$ cat src/rtl/counter_ctrl_pkg.sv
// Shared types and constants for the counter_ctrl sequencer and its bench.
package counter_ctrl_pkg;

  typedef enum logic [1:0] {
    IDLE  = 2'b00,
    RUN   = 2'b01,
    PAUSE = 2'b10,
    DONE  = 2'b11
  } state_e;

  localparam logic MODE_ONESHOT = 1'b0;
  localparam logic MODE_RELOAD  = 1'b1;

  function automatic logic is_busy(input state_e s);
    return (s == RUN) || (s == PAUSE);
  endfunction

endpackage

$ cat src/rtl/counter_ctrl_sync_counter.sv
// Fully synchronous up-counter with clear priority over enable; no ripple stages.
module sync_counter #(
  parameter int WIDTH = 4
) (
  input  logic             clk,
  input  logic             rst,
  input  logic             clr,
  input  logic             en,
  output logic [WIDTH-1:0] q
);

  logic [WIDTH-1:0] q_q;
  logic [WIDTH-1:0] q_d;

  // next count value
  always_comb begin
    q_d = q_q;
    if (clr) begin
      q_d = '0;
    end else if (en) begin
      q_d = q_q + WIDTH'(1'b1);
    end else begin
      q_d = q_q;
    end
  end

  // count register
  always_ff @(posedge clk or negedge rst) begin
    if (!rst) begin
      q_q <= '0;
    end else begin
      q_q <= q_d;
    end
  end

  assign q = q_q;

endmodule

$ cat src/rtl/counter_ctrl.sv
// Start/pause/stop/reload sequencer driving a prescaled synchronous counter
// with a registered one-cycle terminal-count pulse.
module counter_ctrl
  import counter_ctrl_pkg::*;
#(
  parameter int WIDTH = 4,
  parameter int PRE_W = 4
) (
  input  logic             clk,
  input  logic             rst,
  input  logic             start,
  input  logic             stop,
  input  logic             pause,
  input  logic             mode,
  input  logic [WIDTH-1:0] term,
  input  logic [PRE_W-1:0] prescale,
  output logic [WIDTH-1:0] cnt,
  output logic             busy,
  output logic             tc,
  output logic             done,
  output logic [1:0]       state
);

  state_e           state_q, state_d;
  logic [WIDTH-1:0] term_l_q, term_l_d;
  logic             mode_l_q, mode_l_d;
  logic [PRE_W-1:0] pre_l_q, pre_l_d;
  logic [PRE_W-1:0] pcnt_q, pcnt_d;
  logic             tc_q, tc_d;
  logic             cnt_clr_s;
  logic             cnt_en_s;
  logic [WIDTH-1:0] cnt_s;

  sync_counter #(.WIDTH(WIDTH)) u_cnt (
    .clk (clk),
    .rst (rst),
    .clr (cnt_clr_s),
    .en  (cnt_en_s),
    .q   (cnt_s)
  );

  // next-state, prescaler and terminal-count decision (stop > pause > tick)
  always_comb begin
    state_d   = state_q;
    term_l_d  = term_l_q;
    mode_l_d  = mode_l_q;
    pre_l_d   = pre_l_q;
    pcnt_d    = pcnt_q;
    tc_d      = 1'b0;
    cnt_clr_s = 1'b0;
    cnt_en_s  = 1'b0;
    if (stop) begin
      state_d   = IDLE;
      pcnt_d    = '0;
      cnt_clr_s = 1'b1;
    end else begin
      case (state_q)
        IDLE, DONE: begin
          if (start) begin
            term_l_d  = term;
            mode_l_d  = mode;
            pre_l_d   = prescale;
            pcnt_d    = '0;
            cnt_clr_s = 1'b1;
            state_d   = RUN;
          end else begin
            state_d = state_q;
          end
        end
        RUN, PAUSE: begin
          // leaving PAUSE processes a tick in the same cycle, so a pause costs exactly its length
          if (pause) begin
            state_d = PAUSE;
          end else begin
            state_d = RUN;
            if (pcnt_q == pre_l_q) begin
              pcnt_d = '0;
              if (cnt_s == term_l_q) begin
                tc_d = 1'b1;
                if (mode_l_q == MODE_RELOAD) begin
                  cnt_clr_s = 1'b1;
                end else begin
                  state_d = DONE;
                end
              end else begin
                cnt_en_s = 1'b1;
              end
            end else begin
              pcnt_d = pcnt_q + PRE_W'(1'b1);
            end
          end
        end
        default: begin
          state_d   = IDLE;
          pcnt_d    = '0;
          cnt_clr_s = 1'b1;
        end
      endcase
    end
  end

  // FSM, latches, prescaler and tc registers
  always_ff @(posedge clk or negedge rst) begin
    if (!rst) begin
      state_q  <= IDLE;
      term_l_q <= '0;
      mode_l_q <= MODE_ONESHOT;
      pre_l_q  <= '0;
      pcnt_q   <= '0;
      tc_q     <= 1'b0;
    end else begin
      state_q  <= state_d;
      term_l_q <= term_l_d;
      mode_l_q <= mode_l_d;
      pre_l_q  <= pre_l_d;
      pcnt_q   <= pcnt_d;
      tc_q     <= tc_d;
    end
  end

  assign cnt   = cnt_s;
  assign tc    = tc_q;
  assign busy  = is_busy(state_q);
  assign done  = (state_q == DONE);
  assign state = state_q;

endmodule

$ cat config.mk
export PLATFORM = sky130hd
export DESIGN_NAME = counter_ctrl
export DESIGN_NICKNAME = d
export VERILOG_FILES = /design/src/rtl/counter_ctrl_pkg.sv /design/src/rtl/counter_ctrl_sync_counter.sv /design/src/rtl/counter_ctrl.sv
export SDC_FILE = /design/constraint.sdc
export NUM_CORES = 1
export LEC_CHECK = 0
export CAP_MARGIN = 30
export CORE_UTILIZATION = 40
export DETAILED_ROUTE_END_ITERATION = 8
export MAX_ROUTING_LAYER = met4
export PLACE_DENSITY = 0.73
export SLEW_MARGIN = 20
export SYNTH_ARGS = -nofsm -noshare
export SYNTH_HDL_FRONTEND = slang
export SYNTH_SLANG_ARGS = --single-unit
$ cat constraint.sdc
create_clock -name clk -period 2.7 [get_ports clk]
set_input_delay 0.54 -clock clk [delete_from_list [all_inputs] [get_ports clk]]
set_output_delay 0.54 -clock clk [all_outputs]
set_load 0.005 [all_outputs]
After elaboration in Yosys (flattened, before gate mapping)

Cells that the tools add are included.
Widths: inputs -> output; s select.

Word-level logic and storage cells: 55
Bits of input ports: 14
Bits in registers: 20
Output and inout bits: 9

Reduce and logical (&&, ||, !) cells: 7
Add/subtract/negate cells: 2
Multiplexer cells: 31
Equal/unequal tests: 7
Bitwise operators: 1

Operators by type and width:

| kind                | number |
|---|---|
| $mux 4              | 6 |
| $mux 1              | 16 |
| $mux 2              | 6 |
| $add 4x1->4 const B | 2 |
| $eq 4x4->1          | 2 |
| $pmux 4 s2          | 1 |
| $ne 3x3->1 const B  | 2 |
| $eq 2x2->1 const B  | 2 |
| $pmux 2 s2          | 1 |
| $reduce_or 2->1     | 2 |
| $reduce_and 3->1    | 1 |
| $eq 2x1->1 const B  | 1 |
| $logic_not 2->1     | 1 |
| $pmux 1 s2          | 1 |
| $reduce_and 2->1    | 1 |
| $reduce_bool 2->1   | 1 |
| $logic_or 1x1->1    | 1 |
| $not 1->1           | 1 |

Longest topological paths before layout

Word-level depth: 8
Depth in mapped cells: 5

Modules after synthesis

A second synthesis with hierarchy kept.

Cell total of the unflattened synthesis: 85
Area, all modules: 1,027.2 µm²

By module, submodules not included:

| module       | cells each | area each (µm²) | sequential area each (µm²) | instances |
|---|---|---|---|---|
| counter_ctrl | 69         | 834.6           | 400.4                      | 1 |
| sync_counter | 16         | 192.7           | 100.1                      | 1 |

Worst setup path after synthesis

OpenSTA, ideal clock, no wires.

Path kind: reg-to-reg
Start point: register pcnt_q[0]
End point: register u_cnt.q_q[2] (netlist: u_cnt.q[2])
Setup time: 77 ps
Path buffers: 1
Arrival: 1,848 ps
Cell stages (with the launch flop): 6
Clock period less this slack: 1,925 ps
Setup slack: 775 ps
Path through: dfrtp_1 > xor2_1 > or4_1 > clkbuf_2 > or4_1 > a21oi_1

Cells in the longest elaborated chain, start to end: 6

Ends and longest elaborated chain:

| element                                     | line                            | text |
|---|---|---|
| start: declaration                          | counter_ctrl.sv:28              | `logic [PRE_W-1:0] pcnt_q, pcnt_d;` |
| start signal: assignment                    | counter_ctrl.sv:116             | `pcnt_q <= pcnt_d;` |
| $eq 4x4->1 *                                | counter_ctrl.sv:76              | `if (pcnt_q == pre_l_q) begin` |
| $mux 1                                      | counter_ctrl.sv:76              |  |
| $mux 1                                      | counter_ctrl.sv:72              | `if (pause) begin` |
| $pmux 1 s2 or $mux 1 (tied branches)        | counter_ctrl.sv:57              | `case (state_q)` |
| $mux 1                                      | counter_ctrl.sv:52              | `if (stop) begin` |
| $mux 4 or $reduce_bool 2->1 (tied branches) | --                              |  |
| end signal: assignment                      | counter_ctrl_sync_counter.sv:32 | `q_q <= q_d;` |
| end: declaration                            | counter_ctrl_sync_counter.sv:12 | `logic [WIDTH-1:0] q_q;` |

Every way passes the cells marked *; elsewhere a longest branch is shown, timed or not.
A chain may end at the register's enable or synchronous reset.

Worst setup path in the final report

Start point: register state_q[1] (netlist: state[1])
End point: output port busy

Cells in the longest elaborated chain, start to end: 2

Ends and longest elaborated chain:

| element                                  | line                   | text |
|---|---|---|
| start: declaration                       | counter_ctrl.sv:24     | `state_e state_q, state_d;` |
| start signal: assignment                 | counter_ctrl.sv:112    | `state_q <= state_d;` |
| $eq 2x1->1 or $eq 2x2->1 (tied branches) | counter_ctrl_pkg.sv:15 | `return (s == RUN) \|\| (s == PAUSE);` |
| $logic_or 1x1->1 *                       | counter_ctrl_pkg.sv:15 |  |
| end: declaration                         | counter_ctrl.sv:18     | `output logic busy,` |

Marked as above.

==> flow_metrics.tcl <==
set metrics [dict create \
    synth-compound-area-share_pct 12.9 \
    syn_area_mm2 0.00102 \
    track_usage_pct 18.1 \
    min_path_type "flip-flop to flip-flop" \
    setup.worst_path.start "state[1]$_DFFE_PN0P_" \
    syn-num-nets 104 \
    cts_tree "built" \
    muxShareOfSynthArea_pct 11.0 \
    skew_ns 0.00647 \
    grt-ovfl-total 0 \
    postRouteAntennaNets 0 \
    tns_ns 0 \
    r2r-start "state[1]$_DFFE_PN0P_" \
    cp_data_required_time_ns 2.16 \
    fill_cells 207 \
    sw_frac_of_total_pct 33.4 \
    p_per_area_mw_per_mm2 768 \
    hold_viol 0 \
    max_freq_ghz 0.459 \
    seq_area_frac_synth_pct 49.0 \
    synth_fa_ha_area_share_pct 3.68 \
    yosysTopAreaCell "dfrtp_1" \
    cp.depth 2 \
    final.setup.worst_slack_ns 0.521 \
    hold_path.startpoint "term_l_q[2]$_DFFE_PN0P_" \
    drv_slew 0 \
    max_slew_margin_pct 67.0 \
    min_period_ns 2.18 \
    root_buffer "clkbuf_4" \
    intPower_w 0.000677 \
    synth_top_flop_cell "dfrtp_1" \
    crit_fanout 8 \
    worst_ep_arrival_time_ns 1.64 \
    max_slew.worst_pin.slew_ns 0.494 \
    drcViolationCount 0 \
    vias_per_cell 5.58 \
    synth_edf_count 0 \
    yosys.area_share.simple_pct 15.0 \
    cts.clk_slew.worst_paths_ns 0.11 \
    totalWireLength_mm 2.03 \
    routed-via-count 792 \
    critical-path-top-delay-family "buffers and inverters" \
    numClockSinks 20 \
    max_stage_delay_ns 0.53 \
    yosysWarnings 0 \
    p_comb_share_pct 42.1 \
    synth.avg_cell_area_um2 11.7 \
    place_ws_ns 0.507 \
    clk_latency_ns 0.29 \
    cp_cell_sequence "ha_1, clkdlybuf4s50_1" \
    drive_gt1_share_pct 18.4 \
    ys_top_cells_by_area "dfrtp_1 (49%), mux2_2 (11%), xor2_1 (6.9%)" \
    cts_buffers 3 \
    dieArea_mm2 0.00276 \
    wl_per_cell_um 14.3 \
    antenna_found_initial 0 \
    setup_violations 0 \
    start_util_pct 44.0 \
    synth_cells 87 \
    clk_path_buf_depth 2 \
    io_pins 23 \
    ys_top_cells_by_count "dfrtp_1 (20), mux2_2 (10), xor2_1 (8)" \
    clock_power_share_pct 13.4 \
    grt_pass1_wl_mm 3.55 \
    synthArstFlopShare_pct 100 \
    crit_buf_inv 1 \
    post-route-period-util_pct 80.7 \
    core_mm2 0.00232 \
    hpwl_mm 1.56 \
    layout.nets 133 \
    cts_resized 0 \
    place.gp.congestion 0.825 \
    first_global_vias 771 \
    area_growth_pct 29.7 \
    endpoint_kind "output pin" \
    yosysMostFrequentCell "dfrtp_1" \
    postCtsSetupBuffers 0 \
    chipHeight_um 52.5 \
    die_width_um 52.5 \
    synth-seq-cells 20 \
    synth_xor_xnor_area_share_pct 6.86 \
    portBuffers 22 \
    max_cap_viol_count 0 \
    reg2reg_depth 5 \
    grt_max_degree 21 \
    peakVddDrop_mv 0.407 \
    synth_top_family_by_area "simple AND/OR/NAND/NOR gates" \
    yosysUniqueCellTypes 29 \
    p_leak_nw 0.575 \
    h-tree-depth 1 \
    synth_top_area_share_pct 49.0 \
    rsz0062_at_grt "false" \
    path_class "flip-flop to output pin" \
    drt_first_pass_iters 4 \
    hold_depth 1 \
    worst_setup_path_start_kind "flip-flop" \
    switching_power_w 0.000340 \
    antenna_cells 0 \
    crit_slowest_cell "clkdlybuf4s50_1" \
    status "completed" \
    num_rows 17 \
    cts_hold_buf 0 \
    drt_iter0_markers 13 \
    pwr-share-seq_pct 44.4 \
]
-- power by group through the flow --
stage / logic [W] / registers [W] / clock network (W)
after floorplan: 0.000284 / 0.000445 / 0
after global placement: 0.000415 / 0.000456 / 0
after detailed placement: 0.000429 / 0.000460 / 0
after CTS: 0.000431 / 0.000454 / 0.000143
after global routing: 0.000473 / 0.000466 / 0.000155
final: 0.000429 / 0.000452 / 0.000137
-- cell type report --
| class | instances | area, um^2 | area share [%] |
|---|---|---|---|
| sequential | 20 | 500 | 37.8 |
| inverter | 1 | 3.75 | 0.284 |
| multi-input combinational | 63 | 504 | 38.1 |
| tap | 28 | 35.0 | 2.65 |
| clock buffer | 3 | 22.5 | 1.70 |
| timing repair buffer | 27 | 258 | 19.5 |
-- metal layers --
layer  vias to the layer above  wire length [um]  global-route usage, %
li1                        383                 -                      -
met1                       389               978                   23.5
met2                        20               958                   28.5
met3                         0                91                   5.22
met4                         0                 0                   2.63
met5                         -                 0                      -
-- per-stage QoR --
stage          cell area, um^2  hold slack, ns  utilization, %  std cells  total power [W]
6_report                  1320           0.537            57.1        142          0.00102
5_1_grt                   1320           0.554            57.1        142          0.00109
4_1_cts                   1320           0.541            57.1        142          0.00103
3_5_place_dp              1300           0.517            56.1        139         0.000889
3_3_place_gp              1300           0.510            56.1        139         0.000872
2_1_floorplan             1020           0.244               -         87         0.000728
-- state kept, by name, indices dropped and copies added (netlist names) --
name and flops:
tc 1, u_cnt.q 4, term_l_q 4, mode_l_q 1, pre_l_q 4, pcnt_q 4, state 2
-- worst paths after layout --
path / to / slack [ns]
min in group asynchronous: u_cnt.q[1]$_DFFE_PN0P_ / 0.56
worst max-delay path: busy / 0.52
max in group asynchronous: pcnt_q[0]$_DFFE_PN0P_ / 1.93
worst min register to register: term_l_q[2]$_DFFE_PN0P_ / 0.54
worst max register to register: u_cnt.q[0]$_DFFE_PN0P_ / 0.66
worst min-delay path: term_l_q[2]$_DFFE_PN0P_ / 0.54
-- cells by family after synthesis --
family                   count (synthesis)
flip-flops                              20
AO/OA/AOI/OAI                           17
adder cells (fa/ha/maj)                  3
buffers and inverters                    4
AND/OR/NAND/NOR                         25
multiplexers                            10
XOR/XNOR                                 8
-- cells in the final DEF (no fill, tap or decap) --
cell / instances
dfrtp_1: 20
nand3b_1: 1
a31o_2: 1
nand3_1: 1
a41o_1: 1
clkbuf_4: 3
a211oi_1: 2
nand4b_1: 1
buf_4: 5
or4_1: 3
nand4_1: 1
and3_1: 1
nor2b_1: 1
xor2_1: 8
nor3b_1: 3
nand2_1: 1
nand2b_1: 4
ha_1: 3
clkdlybuf4s50_1: 22
a21oi_1: 4
inv_1: 1
o31a_2: 1
o32ai_1: 1
o31ai_1: 3
nor3_1: 1
nor4_1: 3
mux2_2: 10
a22o_1: 3
o21ba_2: 1
nor2_1: 4
No activity file was read; power rests on OpenSTA's default activity.
